### src/rtl/gpio_pkg.sv
// gpio_pkg: register offsets, STATUS bit positions and pulse FSM states
package gpio_pkg;
    localparam logic [2:0] OFF_DATA   = 3'd0;
    localparam logic [2:0] OFF_SET    = 3'd1;
    localparam logic [2:0] OFF_CLR    = 3'd2;
    localparam logic [2:0] OFF_TOG    = 3'd3;
    localparam logic [2:0] OFF_PULSE  = 3'd4;
    localparam logic [2:0] OFF_LEN    = 3'd5;
    localparam logic [2:0] OFF_STATUS = 3'd6;
    localparam int STAT_BUSY = 0;
    localparam int STAT_ERR  = 1;
    typedef enum logic {IDLE, RUN} state_t;
endpackage

### src/rtl/gpio_out_port_pulse_timer.sv
// pulse_timer: prescaled down-counter that raises expire for one cycle after len ticks
module pulse_timer
    import gpio_pkg::*;
#(
    parameter int PRESCALE  = 50_000,
    parameter int LEN_WIDTH = 16
) (
    input  logic                 clk,
    input  logic                 rst,
    input  logic                 start,
    input  logic [LEN_WIDTH-1:0] len,
    output logic                 busy,
    output logic                 expire
);
    localparam int PW = PRESCALE > 1 ? $clog2(PRESCALE) : 1;
    state_t                state, state_n;
    logic [PW-1:0]         pre, pre_n;
    logic [LEN_WIDTH-1:0]  cnt, cnt_n;
    logic                  tick;
    assign tick = pre == PW'(PRESCALE - 1);
    assign busy = state == RUN;
    always_ff @(posedge clk or negedge rst) begin
        if (!rst) begin
            state <= IDLE;
            pre   <= '0;
            cnt   <= '0;
        end else begin
            state <= state_n;
            pre   <= pre_n;
            cnt   <= cnt_n;
        end
    end
    // a zero length still runs one tick
    always_comb begin
        state_n = state;
        pre_n   = pre;
        cnt_n   = cnt;
        expire  = 1'b0;
        if (state == IDLE) begin
            if (start) begin
                state_n = RUN;
                pre_n   = '0;
                cnt_n   = len == '0 ? LEN_WIDTH'(1) : len;
            end
        end else begin
            pre_n = tick ? '0 : pre + 1'b1;
            if (tick) begin
                if (cnt > LEN_WIDTH'(1)) cnt_n = cnt - 1'b1;
                else begin
                    expire  = 1'b1;
                    state_n = IDLE;
                end
            end
        end
    end
endmodule

### src/rtl/gpio_out_port.sv
// gpio_out_port: bus-mapped GPIO output register with set/clear/toggle and one-shot pulse timer
module gpio_out_port
    import gpio_pkg::*;
#(
    parameter int                   OUT_WIDTH   = 9,
    parameter logic [31:0]          BASE_ADDR   = 32'h1001_0020,
    parameter logic [OUT_WIDTH-1:0] RESET_VALUE = '0,
    parameter int                   PRESCALE    = 50_000,
    parameter int                   LEN_WIDTH   = 16
) (
    input  logic                 clk,
    input  logic                 rst,
    input  logic                 we_i,
    input  logic                 re_i,
    input  logic [31:0]          addr_i,
    input  logic [31:0]          wdata_i,
    output logic [31:0]          rdata_o,
    output logic                 rvalid_o,
    output logic                 sel_o,
    output logic [OUT_WIDTH-1:0] gpio_o,
    output logic                 pulse_busy_o
);
    logic [2:0]           off;
    logic                 wr, rd, start, expire, err, err_set, err_clr;
    logic [OUT_WIDTH-1:0] d, mask, g_exp, g_n;
    logic [LEN_WIDTH-1:0] len;
    logic [31:0]          rmux;
    assign sel_o   = addr_i[31:5] == BASE_ADDR[31:5] && addr_i[1:0] == 2'b00;
    assign off     = addr_i[4:2];
    assign wr      = we_i && sel_o;
    assign rd      = re_i && sel_o;
    assign d       = wdata_i[OUT_WIDTH-1:0];
    assign start   = wr && off == OFF_PULSE && !pulse_busy_o && |d;
    assign err_set = wr && off == OFF_PULSE && pulse_busy_o;
    assign err_clr = wr && off == OFF_STATUS && wdata_i[STAT_ERR];
    // expiry clears first so a coinciding CPU write wins per bit
    assign g_exp = expire ? gpio_o & ~mask : gpio_o;
    assign g_n   = !wr                ? g_exp :
                   off == OFF_DATA    ? d :
                   off == OFF_SET     ? g_exp | d :
                   off == OFF_CLR     ? g_exp & ~d :
                   off == OFF_TOG     ? g_exp ^ d :
                   start              ? g_exp | d : g_exp;
    assign rmux  = off == OFF_DATA    ? 32'(gpio_o) :
                   off == OFF_PULSE   ? 32'(mask) :
                   off == OFF_LEN     ? 32'(len) :
                   off == OFF_STATUS  ? {30'd0, err, pulse_busy_o} : 32'd0;
    pulse_timer #(.PRESCALE(PRESCALE), .LEN_WIDTH(LEN_WIDTH)) u_timer (
        .clk    (clk),
        .rst    (rst),
        .start  (start),
        .len    (len),
        .busy   (pulse_busy_o),
        .expire (expire)
    );
    always_ff @(posedge clk or negedge rst) begin
        if (!rst) begin
            gpio_o   <= RESET_VALUE;
            mask     <= '0;
            len      <= LEN_WIDTH'(1);
            err      <= 1'b0;
            rdata_o  <= '0;
            rvalid_o <= 1'b0;
        end else begin
            gpio_o   <= g_n;
            mask     <= start ? d : expire ? '0 : mask;
            len      <= wr && off == OFF_LEN ? wdata_i[LEN_WIDTH-1:0] : len;
            err      <= err_set ? 1'b1 : err_clr ? 1'b0 : err;
            rdata_o  <= rd ? rmux : rdata_o;
            rvalid_o <= rd;
        end
    end
endmodule

### config.mk
export PLATFORM = sky130hd
export DESIGN_NAME = gpio_out_port
export DESIGN_NICKNAME = d
export VERILOG_FILES = /design/src/rtl/gpio_pkg.sv /design/src/rtl/gpio_out_port_pulse_timer.sv /design/src/rtl/gpio_out_port.sv
export SDC_FILE = /design/constraint.sdc
export NUM_CORES = 1
export LEC_CHECK = 0
export ABC_AREA = 1
export CAP_MARGIN = 20
export CORE_MARGIN = 2
export CORE_UTILIZATION = 35
export DETAILED_ROUTE_END_ITERATION = 16
export PLACE_DENSITY_LB_ADDON = 0.12
export SYNTH_ARGS = -nofsm -noshare
export SYNTH_HDL_FRONTEND = slang
export SYNTH_SLANG_ARGS = --single-unit
### constraint.sdc
create_clock -name clk -period 3.7 [get_ports clk]
set_clock_uncertainty 0.1 [all_clocks]
set_input_delay 0.555 -clock clk [delete_from_list [all_inputs] [get_ports clk]]
set_output_delay 0.555 -clock clk [all_outputs]
set_load 0.1 [all_outputs]
==> results.json, run 1 <==
{
  "numCtsBuffers": 9,
  "grt_pass1_vias": 5042,
  "h-tree-depth": 3,
  "crit_required_ns": 3.84,
  "r2r-start": "u_timer.pre[0]",
  "synthArstFlopShare_pct": 100,
  "gp_congestion": 0.859,
  "grt_remaining_overflow": 0,
  "finalCritPeriodShare_pct": 70.8,
  "place_ws_ns": 0.863,
  "ys.flop_type": "dfrtp_1",
  "cts_hold_buf": 0,
  "rsz0062_at_grt": "false",
  "postCtsSetupRepairBufs": 0,
  "area.growth.synth_to_final_pct": 21.7,
  "crit_start": "u_timer.pre[0]",
  "final_nets": 897,
  "critical_path_class": "register to register",
  "fmax_mhz": 382,
  "vias": 5131,
  "wl_um": 15500,
  "grt_max_degree": 66,
  "slew_viol_final": 0,
  "synthCells": 739,
  "crit_top_cell": "nand2_1",
  "yosysWarnings": 0,
  "postLayoutSetupSlackWorst_ns": 1.08,
  "synthTopCellsByArea": "dfrtp_1 39%, nand2_1 15%, inv_1 5.0%, nand3_1 4.5%, nor2_1 4.4%",
  "crit_arrival_ns": 2.76,
  "core.rowCount": 45,
  "p_per_area_mw_per_mm2": 301,
  "clock-sinks": 85,
  "synth_area_mm2": 0.00538,
  "ios": 112,
  "antenna_found_initial": 0,
  "tns_ns": 0,
  "ys_seq_area_share_pct": 39.5,
  "max-slew-margin-rel_pct": 32.7,
  "die_w_um": 128,
  "fin_crit_ns": 2.62,
  "crit_buf_inv": 2,
  "drc": 0,
  "firstDrtPassIters": 5,
  "maxCapViolations": 0,
  "initial_core_util_pct": 35.7,
  "drive_gt1_share_pct": 8.42,
  "crit_slowest_cell": "dfrtp_1",
  "fp.coreArea_mm2": 0.0151,
  "dp_hpwl_um": 11200,
  "root_buffer": "clkbuf_16",
  "grt_usage_pct": 19.9,
  "ys_ff_latch": 85,
  "wl_per_cell_um": 15.4,
  "yosysMostFrequentCell": "nand2_1",
  "crit_family": "simple AND/OR/NAND/NOR gates",
  "cp_max_fo": 8,
  "cp-end-kind": "register",
  "cp-start-kind": "register",
  "antenna_cells": 0,
  "path_clk_slew_ns": 0.06,
  "hold_viol": 0,
  "setup_viol": 0,
  "vdd_drop_max_v": 0.000208,
  "synth-edff-count": 0,
  "synth.avg_cell_area_um2": 7.29,
  "path_cells": "ha_1 > nand2_1 > nor2_2 > nand4_1 > nor2_2 > buf_4 > nand3_1 > nand2_1 > inv_1 > ha_1 > nand2_1 > a22oi_1 > a21oi_1 > nand2_1 > nand2_1 > nand2_1 > nand2_1 > nand2_1",
  "antenna_left": 0,
  "grt_pass1_wl_um": 25600,
  "clockBufferDepth": 2,
  "fin_util_pct": 43.4,
  "fp.dieH_um": 128,
  "synth_top_area_cell": "dfrtp_1",
  "max_stage_delay_ns": 0.38,
  "io_buffers": 79,
  "hold_path_class": "input pin to async pin",
  "outcome": "complete, no violations",
  "synth_top_area_share_pct": 39.0,
  "die-area_mm2": 0.0164,
  "leakagePower_uw": 0.00328,
  "power_uw": 1980,
  "synth_common_cells": "218 x nand2_1, 84 x dfrtp_1, 71 x inv_1, 63 x nor2_1, 48 x nand3_1",
  "clkLatencyLatePin_ns": 0.35,
  "reg2reg_slack_ns": 1.08,
  "cts_tree": "done",
  "post_cts_resized": 0,
  "vias_per_cell": 5.10,
  "drtIter0Drc": 440,
  "tightest_slew_ns": 1.01,
  "synth_cell_types": 43
}
logic make-up after synthesis:
| family | synth area share, % |
|---|---|
| mux | 1.46 |
| fa+ha+maj | 2.79 |
| xor+xnor | 0.976 |
| simple gates | 30.6 |
| flops | 39.5 |
| other cells | 0.0697 |
| buf+inv | 10.6 |
| compound gates | 14.1 |
worst reg2reg max path: stages (launching register included):
cell     delay (ns)
dfrtp_1        0.38
ha_1           0.19
nand2_1        0.10
nor2_2         0.14
nand4_1        0.11
nor2_2         0.22
buf_4          0.23
nand3_1        0.11
nand2_1        0.09
inv_1          0.05
ha_1           0.17
nand2_1        0.09
a22oi_1        0.08
a21oi_1        0.16
nand2_1        0.09
nand2_1        0.06
nand2_1        0.05
nand2_1        0.05
nand2_1        0.05
cells in the final DEF, fill, tap and decap left out, types with 2 or more instances in the layout:
cell	instances
nand2_1	218
dfrtp_1	84
clkdlybuf4s50_1	76
inv_1	71
nor2_1	63
nand3_1	48
o21ai_0	46
a21oi_1	26
nand4_1	20
conb_1	16
buf_4	16
ha_1	12
a22oi_1	11
o2111ai_1	11
inv_2	9
clkbuf_16	9
nor2_2	8
o21ai_1	8
a221oi_1	7
mux2_2	7
nor3_1	6
nor4_1	5
o21ai_2	4
xor2_1	4
clkinv_1	3
nand2_2	3
o22ai_1	3
a31oi_1	3
clkinv_2	3
o211ai_1	2
nor2_4	2
nor3_2	2
or2_0	2
xnor2_1	2
flip-flops by register name, summed over array words and instances, names as in the netlist:
name and flops:
err 1, gpio_o 9, len 16, mask 9, rdata_o 16, rvalid_o 1, u_timer.busy 1, u_timer.cnt 16
u_timer.pre 16
path summary, 6_finish.rpt:
check	endpoint	depth (start not counted)
max reg2reg	gpio_o[7]	18
min	rdata_o[12]	1
min reg2reg	u_timer.cnt[1]	2
max	gpio_o[7]	18
max in group asynchronous	len[0]	2
min in group clk	u_timer.cnt[1]	2
stage by stage:
step	std cells	area [µm²]	hold slack [ns]
floorplan	754	5440	0.159
global placement	994	6300	0.359
detailed placement	994	6300	0.366
CTS	1007	6550	0.254
global route	1007	6550	0.287
finish	1007	6550	0.208
metal layers:
metal  track usage, %  share of wire [%]  vias to the layer above
met4             6.01                1.6                        0
met1             25.6                 46                     2379
met5                0                  0                        -
met2             33.9                 48                      165
li1                 -                  -                     2565
met3             3.84                5.2                       22
area by class of cell:
type                    count  area (µm²)
clock inverters             3        15.0
fillers                  1552        8540
flip-flops and latches     85        2130
repair buffers             92         881
multi-input cells         546        2740
inverters                  83         312
clock buffers              10         239
well taps                 188         235
power breakdown:
part,switching (µW),total [µW],internal [µW]
clock network,364,822,458
registers,0.00000781,930,930
logic,153,224,70.3
total,517,1980,1460
(Power assumes the default switching activity.)
==> run 2, diff against run 1 <==
- clock period: 3.7 -> 2.28 ns (I/O delays scaled with it)
==> results.json, run 2 (synthesis results as in run 1) <==
{
  "outcome": "finished, violations left",
  "violations": "negative setup slack",
  "vdd_drop_max_v": 0.000305,
  "grt_usage_pct": 21.4,
  "hold_path_class": "register to register",
  "crit_slowest_cell": "dfrtp_1",
  "cp-start-kind": "register",
  "wl_um": 17700,
  "slew_viol_final": 0,
  "setup_viol": 9,
  "max-slew-margin-rel_pct": 63.5,
  "io_buffers": 79,
  "vias_per_cell": 5.15,
  "clock-sinks": 85,
  "fmax_mhz": 417,
  "root_buffer": "clkbuf_16",
  "final_nets": 996,
  "clkLatencyLatePin_ns": 0.36,
  "fin_crit_ns": 2.40,
  "crit_arrival_ns": 2.54,
  "p_per_area_mw_per_mm2": 437,
  "cp-end-kind": "register",
  "fp.dieH_um": 128,
  "grt_remaining_overflow": 0,
  "crit_buf_inv": 2,
  "cp_max_fo": 5,
  "dp_hpwl_um": 12500,
  "postLayoutSetupSlackWorst_ns": -0.120,
  "clockBufferDepth": 2,
  "h-tree-depth": 3,
  "grt_pass1_wl_um": 27500,
  "power_uw": 3390,
  "initial_core_util_pct": 35.7,
  "finalCritPeriodShare_pct": 105,
  "final_common_cell": "nand2_1",
  "crit_required_ns": 2.42,
  "cts_tree": "done",
  "antenna_found_initial": 0,
  "rsz0062_at_grt": "true",
  "fp.coreArea_mm2": 0.0151,
  "ios": 112,
  "drive_gt1_share_pct": 28.4,
  "grt_max_degree": 50,
  "gp_congestion": 0.890,
  "final_cell_mix": "199 x nand2_1, 130 x buf_4, 83 x dfrtp_1, 63 x nor2_1, 57 x inv_1",
  "drc": 0,
  "critical_path_class": "register to register",
  "tightest_slew_ns": 0.548,
  "maxCapViolations": 0,
  "die-area_mm2": 0.0164,
  "path_cells": "ha_2 > nand2_4 > nor2_4 > nand4_1 > nor2_4 > clkbuf_16 > nand3_4 > nand2_2 > inv_2 > ha_4 > nand2_2 > a22oi_2 > a21oi_1 > nand2_1 > nand2_1 > nand2_1 > nand2_1 > nand2_1",
  "vias": 5713,
  "crit_top_cell": "nand2_1",
  "timing.hold.ws_ns": 0.385,
  "crit_family": "simple AND/OR/NAND/NOR gates",
  "leakagePower_uw": 0.00397,
  "drtIter0Drc": 459,
  "core.rowCount": 45,
  "grt_pass1_vias": 5370,
  "firstDrtPassIters": 6,
  "path_clk_slew_ns": 0.06,
  "antenna_cells": 0,
  "area.growth.synth_to_final_pct": 44.2,
  "wl_per_cell_um": 15.9,
  "numCtsBuffers": 9,
  "antenna_left": 0,
  "die_w_um": 128,
  "max_stage_delay_ns": 0.35,
  "hold_viol": 0
}
## run 2: cell count changes in the layout (fill, tap and decap cells not counted), sizes merged
cell / before / now
dlygate4sd3: 0 / 1
nand2: 222 / 223
clkbuf: 10 / 11
clkinvlp: 0 / 1
bufinv: 0 / 1
clkinv: 6 / 8
dlymetal6s2s: 0 / 6
buf: 16 / 137
clkdlybuf4s50: 76 / 44
## run 2: metrics by stage
step	setup TNS [ns]	setup WS (ns)	utilization [%]	instances	instance area, µm²
finish	-0.646	-0.120	51.5	1109	7770
detailed placement	-0.830	-0.0558	45.7	1073	6900
floorplan	-3.87	-0.301	-	754	5480
global placement	-0.0174	-0.00530	45.7	1073	6900
global route	-2.30	-0.262	51.5	1109	7770
CTS	-0.308	-0.0526	47.9	1093	7220
## run 2: worst paths after layout
| path | startpoint | to | slack [ns] | cells after the start |
|---|---|---|---|---|
| max reg2reg | u_timer.pre[1] | gpio_o[2] | -0.12 | 18 |
| max | u_timer.pre[1] | gpio_o[2] | -0.12 | 18 |
| max in group asynchronous | rst | u_timer.pre[1] | 1.00 | 3 |
| min reg2reg | rdata_o[2] | rdata_o[2] | 0.39 | 2 |
| min | rdata_o[2] | rdata_o[2] | 0.39 | 2 |
| min in group asynchronous | rst | rdata_o[10] | 0.41 | 2 |
## run 2: report_power, final
part / internal [µW] / switching (µW)
logic: 139 / 272
registers: 1510 / 0.0000152
clock network: 842 / 634
## run 2: area by class of cell
class,count,area [µm²]
fill,1494,7320
multi-input combinational,547,3120
sequential,85,2130
timing repair buffer,190,1670
inverter,83,314
tap,188,235
clock buffer,9,225
clock inverter,7,66.3
## run 2: worst reg2reg max path, cell delays in order, from the launching register on
cell and delay [ns]:
dfrtp_1 0.35, ha_2 0.21, nand2_4 0.07, nor2_4 0.11, nand4_1 0.13, nor2_4 0.22, clkbuf_16 0.20, nand3_4 0.08
nand2_2 0.06, inv_2 0.05, ha_4 0.15, nand2_2 0.06, a22oi_2 0.05, a21oi_1 0.16, nand2_1 0.07, nand2_1 0.06
nand2_1 0.06, nand2_1 0.07, nand2_1 0.05
## run 2: metal layers
layer	track usage [%]	up-vias	wire length, µm
met3	3.96	27	865
met5	0	-	0
met4	5.17	0	283
met2	36.9	167	8660
met1	27.9	2733	7870
li1	-	2786	-
## run 2: repair_timing
item | CTS | global route
pin swaps | 1 | 33
hold endpoints to repair | 35 | 0
setup buffers | 3 | 14
setup endpoints to repair | 10 | 26
hold buffers | 1 | 0
gates cloned | 0 | 3
gates resized for setup | 2 | 94
